--- src/rtl/subinst_arb_pkg.sv ---
// Shared definitions for the root-level sub-instance arbiters.
package subinst_arb_pkg;

  // Arbiter FSM states.
  typedef enum logic [0:0] {
    ST_IDLE  = 1'b0,
    ST_GRANT = 1'b1
  } arb_state_e;

  // Default configuration for a five-instance root.
  localparam int N_REQ_DEF    = 5;
  localparam int MAX_HOLD_DEF = 16;
  localparam int CNT_W_DEF    = 16;

endpackage : subinst_arb_pkg

--- src/rtl/subinst_rr_arbiter_rr_pick.sv ---
// rr_pick: combinational round-robin selector.
// Scans i_ptr, i_ptr+1, ... (mod N_REQ) and returns the first requester found
// as a one-hot vector plus its index. i_ptr is always kept below N_REQ by the user.
module rr_pick #(
  parameter int N_REQ = 5,
  parameter int ID_W  = $clog2(N_REQ)
) (
  input  logic [N_REQ-1:0] i_req,
  input  logic [ID_W-1:0]  i_ptr,
  output logic [N_REQ-1:0] o_pick,
  output logic [ID_W-1:0]  o_idx,
  output logic             o_any
);

  int              w_cand_int;
  logic [ID_W-1:0] w_cand;

  // First set request at or after the pointer, wrapping once around.
  always_comb begin
    o_pick     = '0;
    o_idx      = '0;
    o_any      = 1'b0;
    w_cand_int = 0;
    w_cand     = '0;
    for (int k = 0; k < N_REQ; k++) begin
      w_cand_int = int'(i_ptr) + k;
      if (w_cand_int >= N_REQ) w_cand_int = w_cand_int - N_REQ;
      w_cand = ID_W'(w_cand_int);
      if (!o_any && i_req[w_cand]) begin
        o_any          = 1'b1;
        o_idx          = w_cand;
        o_pick[w_cand] = 1'b1;
      end
    end
  end

endmodule : rr_pick

--- src/rtl/subinst_rr_arbiter.sv ---
// subinst_rr_arbiter: round-robin owner arbitration for the generated
// sub-instances. One owner at a time; the owner keeps the grant until it
// pulses done, drops its request, or exhausts MAX_HOLD cycles.
// Handshake: a requester holds req high until it sees its gnt bit; the grant
// stays registered until the release cycle, after which gnt is low for at
// least one cycle before the next owner is granted.
module subinst_rr_arbiter
  import subinst_arb_pkg::*;
#(
  parameter int N_REQ    = N_REQ_DEF,
  parameter int MAX_HOLD = MAX_HOLD_DEF,
  parameter int CNT_W    = CNT_W_DEF
) (
  input  logic                      clk,
  input  logic                      rst_n,
  input  logic [N_REQ-1:0]          req,
  input  logic [N_REQ-1:0]          done,
  output logic [N_REQ-1:0]          gnt,
  output logic                      gnt_valid,
  output logic [$clog2(N_REQ)-1:0]  gnt_id,
  output logic                      timeout,
  output logic [CNT_W-1:0]          grant_cnt,
  output logic [CNT_W-1:0]          timeout_cnt,
  output arb_state_e                o_dbg_state
);

  localparam int ID_W   = $clog2(N_REQ);
  localparam int HOLD_W = (MAX_HOLD > 2) ? $clog2(MAX_HOLD) : 1;

  arb_state_e        r_state;
  logic [N_REQ-1:0]  r_gnt;
  logic              r_gnt_valid;
  logic [ID_W-1:0]   r_gnt_id;
  logic [ID_W-1:0]   r_ptr;
  logic [HOLD_W-1:0] r_hold;
  logic              r_timeout;
  logic [CNT_W-1:0]  r_grant_cnt;
  logic [CNT_W-1:0]  r_timeout_cnt;

  logic [N_REQ-1:0]  w_pick;
  logic [ID_W-1:0]   w_pick_idx;
  logic              w_pick_any;
  logic              w_release;
  logic              w_expire;
  logic [ID_W-1:0]   w_ptr_next;

  rr_pick #(
    .N_REQ (N_REQ),
    .ID_W  (ID_W)
  ) u_pick (
    .i_req  (req),
    .i_ptr  (r_ptr),
    .o_pick (w_pick),
    .o_idx  (w_pick_idx),
    .o_any  (w_pick_any)
  );

  // Release and expiry conditions look only at the owner's bits; r_gnt is
  // one-hot, so masking with it selects the owner without indexing.
  always_comb begin
    w_release  = |(done & r_gnt) || !(|(req & r_gnt));
    w_expire   = (r_hold == HOLD_W'(MAX_HOLD - 1));
    w_ptr_next = (r_gnt_id == ID_W'(N_REQ - 1)) ? '0 : r_gnt_id + ID_W'(1);
  end

  // Grant FSM: arbitrate in IDLE, hold and release in GRANT.
  always_ff @(posedge clk or negedge rst_n) begin
    if (!rst_n) begin
      r_state     <= ST_IDLE;
      r_gnt       <= '0;
      r_gnt_valid <= 1'b0;
      r_gnt_id    <= '0;
      r_ptr       <= '0;
      r_hold      <= '0;
      r_timeout   <= 1'b0;
    end else begin
      r_timeout <= 1'b0;
      case (r_state)
        ST_IDLE: begin
          if (w_pick_any) begin
            r_gnt       <= w_pick;
            r_gnt_valid <= 1'b1;
            r_gnt_id    <= w_pick_idx;
            r_hold      <= '0;
            r_state     <= ST_GRANT;
          end
        end
        ST_GRANT: begin
          r_hold <= r_hold + HOLD_W'(1);
          if (w_release || w_expire) begin
            r_gnt       <= '0;
            r_gnt_valid <= 1'b0;
            r_ptr       <= w_ptr_next;
            r_state     <= ST_IDLE;
            // A real release in the expiry cycle wins over the timeout.
            r_timeout   <= !w_release;
          end
        end
        default: r_state <= ST_IDLE;
      endcase
    end
  end

  // Saturating statistics: grants issued and forced releases.
  always_ff @(posedge clk or negedge rst_n) begin
    if (!rst_n) begin
      r_grant_cnt   <= '0;
      r_timeout_cnt <= '0;
    end else begin
      if (r_state == ST_IDLE && w_pick_any && r_grant_cnt != '1)
        r_grant_cnt <= r_grant_cnt + CNT_W'(1);
      if (r_state == ST_GRANT && w_expire && !w_release && r_timeout_cnt != '1)
        r_timeout_cnt <= r_timeout_cnt + CNT_W'(1);
    end
  end

  assign gnt         = r_gnt;
  assign gnt_valid   = r_gnt_valid;
  assign gnt_id      = r_gnt_id;
  assign timeout     = r_timeout;
  assign grant_cnt   = r_grant_cnt;
  assign timeout_cnt = r_timeout_cnt;
  assign o_dbg_state = r_state;

endmodule : subinst_rr_arbiter
--- config.mk ---
export PLATFORM = sky130hd
export DESIGN_NAME = subinst_rr_arbiter
export DESIGN_NICKNAME = d
export VERILOG_FILES = /design/src/rtl/subinst_arb_pkg.sv /design/src/rtl/subinst_rr_arbiter_rr_pick.sv /design/src/rtl/subinst_rr_arbiter.sv
export SDC_FILE = /design/constraint.sdc
export NUM_CORES = 1
export LEC_CHECK = 0
export CAP_MARGIN = 20
export CORE_MARGIN = 3
export CORE_UTILIZATION = 25
export CTS_CLUSTER_SIZE = 14
export DETAILED_ROUTE_END_ITERATION = 10
export SLEW_MARGIN = 20
export SYNTH_ARGS = -nofsm -noshare
export SYNTH_HDL_FRONTEND = slang
export SYNTH_SLANG_ARGS = --single-unit
--- constraint.sdc ---
create_clock -name clk -period 4.1 [get_ports clk]
set_clock_uncertainty 0.15 [all_clocks]
set_input_delay 0.615 -clock clk [delete_from_list [all_inputs] [get_ports clk]]
set_output_delay 0.615 -clock clk [all_outputs]
set_load 0.01 [all_outputs]
==> results.py <==
metrics = {
    "cts": {
        "cts.sink_count": 50,
        "post-cts-setup-buffers": 0,
        "ctsHoldBuffers": 0,
        "clkTransAtPathRegs_ns": 0.07,
        "cts-buffers-inserted": 5,
        "htree_levels": 2,
        "tritoncts_clock_tree": "yes",
        "postCtsResizedCells": 0,
        "clk_latency_worst_skew_pair_ns": 0.29,
        "max-clock-path-buffers": 2,
        "clock_tree.root_cell": "clkbuf_16",
    },
    "timing": {
        "period_share_pct": 92.41,
        "final_setup_violation_count": 0,
        "tightest_slew_ns": 0.6398,
        "final-hold-violation-count": 0,
        "slew_viol_final": 0,
        "fin_tns_setup_ns": 0,
        "timing.max_slew.rel_slack_pct": 57.35,
        "grt_setup_unrepaired": "false",
        "finalWorstPathRequiredPeriod_ns": 3.789,
        "max_freq_ghz": 0.2639,
    },
    "finish": {
        "fraction_of_layout_cells_with_a_size_suffix_above_1_pct": 12.01,
        "mostFrequentLayoutCell": "clkdlybuf4s50_1",
        "fillerInstances": 1458,
        "nets": 484,
        "layout_common_cells": "clkdlybuf4s50_1, dfrtp_1, nand2_1",
        "insertedDiodeCount": 0,
        "flow.area_growth_from_synthesis_pct": 26.03,
    },
    "worst_setup_path": {
        "cp_data_arrival_time_ns": 3.81,
        "setup.worst_path.end_class": "flip-flop",
        "path_cells": "buf_4 > ha_1 > and2_4 > a2bb2oi_1 > mux2_2 > a221oi_4 > nand4_4 > o31ai_4 > or2_2 > mux2_1",
        "rrSetupSlack_ns": 0.31,
        "cp.required_ns": 4.12,
        "worstPathMaxFanout": 31,
        "critPathKind": "flip-flop to flip-flop",
        "critical-path-slowest-cell": "mux2_2",
        "setup.worst_path.start_class": "flip-flop",
        "worst_path_largest_cell_delay_ns": 0.42,
    },
    "routing": {
        "drtPass1Iterations": 5,
        "final_antenna_net_count": 0,
        "detail_route.iter0.violations": 236,
        "via_count": 3296,
        "finalWirelength_microns": 10420,
        "detail_routed_net_length_per_standard_cell_microns": 16.33,
        "vias_per_std_cell": 5.166,
        "drc": 0,
    },
    "floorplanning": {
        "fp.dieW_microns": 127.6,
        "core_sq_um": 14150,
        "std_cell_rows": 43,
        "die_y_microns": 127.6,
        "initial_core_util_pct": 26.12,
        "io_pins": 55,
        "design.die.area_sq_um": 16280,
    },
    "placed_design": {
        "port-buffer-count": 54,
        "globalplace.congestion": 0.9650,
        "dpl.hpwl_microns": 8250,
    },
    "power_and_ir_drop": {
        "power-per-cell-area_nw_per_um2": 895.9,
        "part_of_the_power_in_combinational_logic_pct": 70.6,
        "total_power_draw_w": 0.004173,
        "power.static_leakage_nw": 1.965,
        "switching_share_pct": 49.48,
        "internal-power_w": 0.002108,
        "net_load_switching_power_w": 0.002065,
        "clockPowerShare_pct": 11.6,
        "sequentialPowerShare_pct": 17.8,
        "vdd.ir_drop.worst_mv": 0.3829,
    },
    "job": {
        "cap_violations": 0,
    },
    "status": {
        "status": "finished, final reports clean",
    },
    "grt": {
        "globalRouteOverflowTotal": 0,
        "track_usage_pct": 13.06,
        "grt_antenna_before_repair": 0,
        "grt_start_max_net_pins": 32,
        "grt_pass1_wl_microns": 17400,
        "grt_pass1_vias": 3306,
    },
    "synth": {
        "postSynthRegisterBits": 50,
        "post_synth_inst_count": 399,
        "number_of_flops_mapped_to_enable_cells_by_yosys": 0,
        "yosysUniqueCellTypes": 75,
        "seq_total_area_yosys_pct": 33.85,
        "syn-num-nets": 426,
        "postSynthAreaPerCell_sq_um": 9.263,
        "synth-main-ff-cell": "dfrtp_1",
        "yosys_warnings": 0,
        "syn-cell-area_sq_um": 3696,
        "ys_async_sr_fraction_pct": 100.0,
    },
    "worst_hold_path": {
        "class_of_the_tightest_hold_or_removal_check": "primary input to async pin",
    },
}
cell type report:
| type | count | area, sq um | area share, % |
|---|---|---|---|
| multi-input cells | 313 | 2276 | 48.86 |
| flip-flops and latches | 50 | 1251 | 26.86 |
| repair buffers | 69 | 660.6 | 14.18 |
| well taps | 180 | 225.2 | 4.835 |
| clock buffers | 6 | 138.9 | 2.981 |
| inverters | 18 | 67.56 | 1.450 |
| clock inverters | 2 | 38.79 | 0.8327 |
kinds of logic (layout without fill, tap and decap cells):
logic type	Yosys count	after routing	share of synthesized area, %
buf+inv	36	95	4.570
fa+ha+maj	15	15	5.281
compound gates	93	93	20.28
xor+xnor	32	32	7.583
simple gates	159	159	24.14
flops	50	50	33.85
mux	14	14	4.299
metal layers:
| layer | vias to the layer above | GRT usage, % | wire [microns] |
|---|---|---|---|
| li1 | 1592 | - | - |
| met1 | 1585 | 18.62 | 4963 |
| met2 | 101 | 19.45 | 4621 |
| met3 | 18 | 2.926 | 589 |
| met4 | 0 | 4.557 | 242 |
| met5 | - | 0 | 0 |
state kept, by name, indices dropped and copies added (netlist names):
| signal | cells |
|---|---|
| grant_cnt | 16 |
| timeout_cnt | 16 |
| gnt | 5 |
| r_hold | 4 |
| gnt_id | 3 |
| r_ptr | 3 |
| gnt_valid | 1 |
| o_dbg_state | 1 |
| timeout | 1 |
critical path: cells and delay by family, from the launching register on:
family	cells	cell delay, ns
adder cells (fa/ha/maj)	1	0.40
AND/OR/NAND/NOR	3	0.61
buffers and inverters	1	0.32
multiplexers	2	0.76
flip-flops	1	0.35
AO/OA/AOI/OAI	3	1.06
final timing paths:
path	depth (start not counted)	startpoint	endpoint
max	10	r_ptr[0]	grant_cnt[1]
min	1	rst_n	timeout_cnt[6]
max reg2reg	10	r_ptr[0]	grant_cnt[1]
min reg2reg	1	grant_cnt[10]	grant_cnt[10]
max in group asynchronous	2	rst_n	grant_cnt[3]
min in group clk	1	grant_cnt[10]	grant_cnt[10]
cell usage after synthesis, drive strengths merged, types with 3 or more instances:
cell / instances / share of area [%]
a211oi: 4 / 1.2
and4: 4 / 0.95
a31oi: 8 / 1.4
o32ai: 3 / 0.91
nor4: 12 / 2.7
o31ai: 7 / 1.9
a32oi: 4 / 0.95
nand2b: 7 / 1.2
a22o: 4 / 1.2
a221oi: 3 / 1.2
nand3: 22 / 3.1
nor3b: 4 / 0.81
buf: 9 / 1.8
a2bb2oi: 3 / 0.71
xnor2: 14 / 3.3
a21oi: 16 / 2.3
o21ai: 9 / 1.3
mux2i: 5 / 1.4
a22oi: 3 / 0.61
clkbuf: 9 / 0.91
nor2b: 5 / 0.85
nor3: 13 / 1.9
o21a: 3 / 0.61
xor2: 18 / 4.3
dfrtp: 50 / 34
and3: 10 / 1.7
a21o: 4 / 0.81
nor2: 19 / 1.9
inv: 18 / 1.8
and2: 4 / 0.74
ha: 14 / 4.7
a311oi: 4 / 0.95
nand4: 6 / 1.4
mux2: 9 / 2.9
nand2: 46 / 4.7
through the flow:
stage	hold slack [ns]	instances	worst slack (ns)	utilization [%]	instance area (sq um)
after floorplan	0.1694	399	0.2112	-	3696
after global placement	0.3291	630	0.4094	31.67	4481
after detailed placement	0.3324	630	0.3280	31.67	4481
after CTS	0.1139	638	0.3191	32.92	4658
after global routing	0.1275	638	0.05409	32.92	4658
final	0.1044	638	0.3114	32.92	4658
power groups by stage:
stage	sequential [W]	clock, W	combinational, W
floorplan	0.000755	0	0.00207
global placement	0.000748	0	0.00294
detailed placement	0.000749	0	0.00289
CTS	0.000744	0.000503	0.00290
global route	0.000759	0.000528	0.00323
finish	0.000741	0.000485	0.00295
No activity file was read; power rests on OpenSTA's default activity.
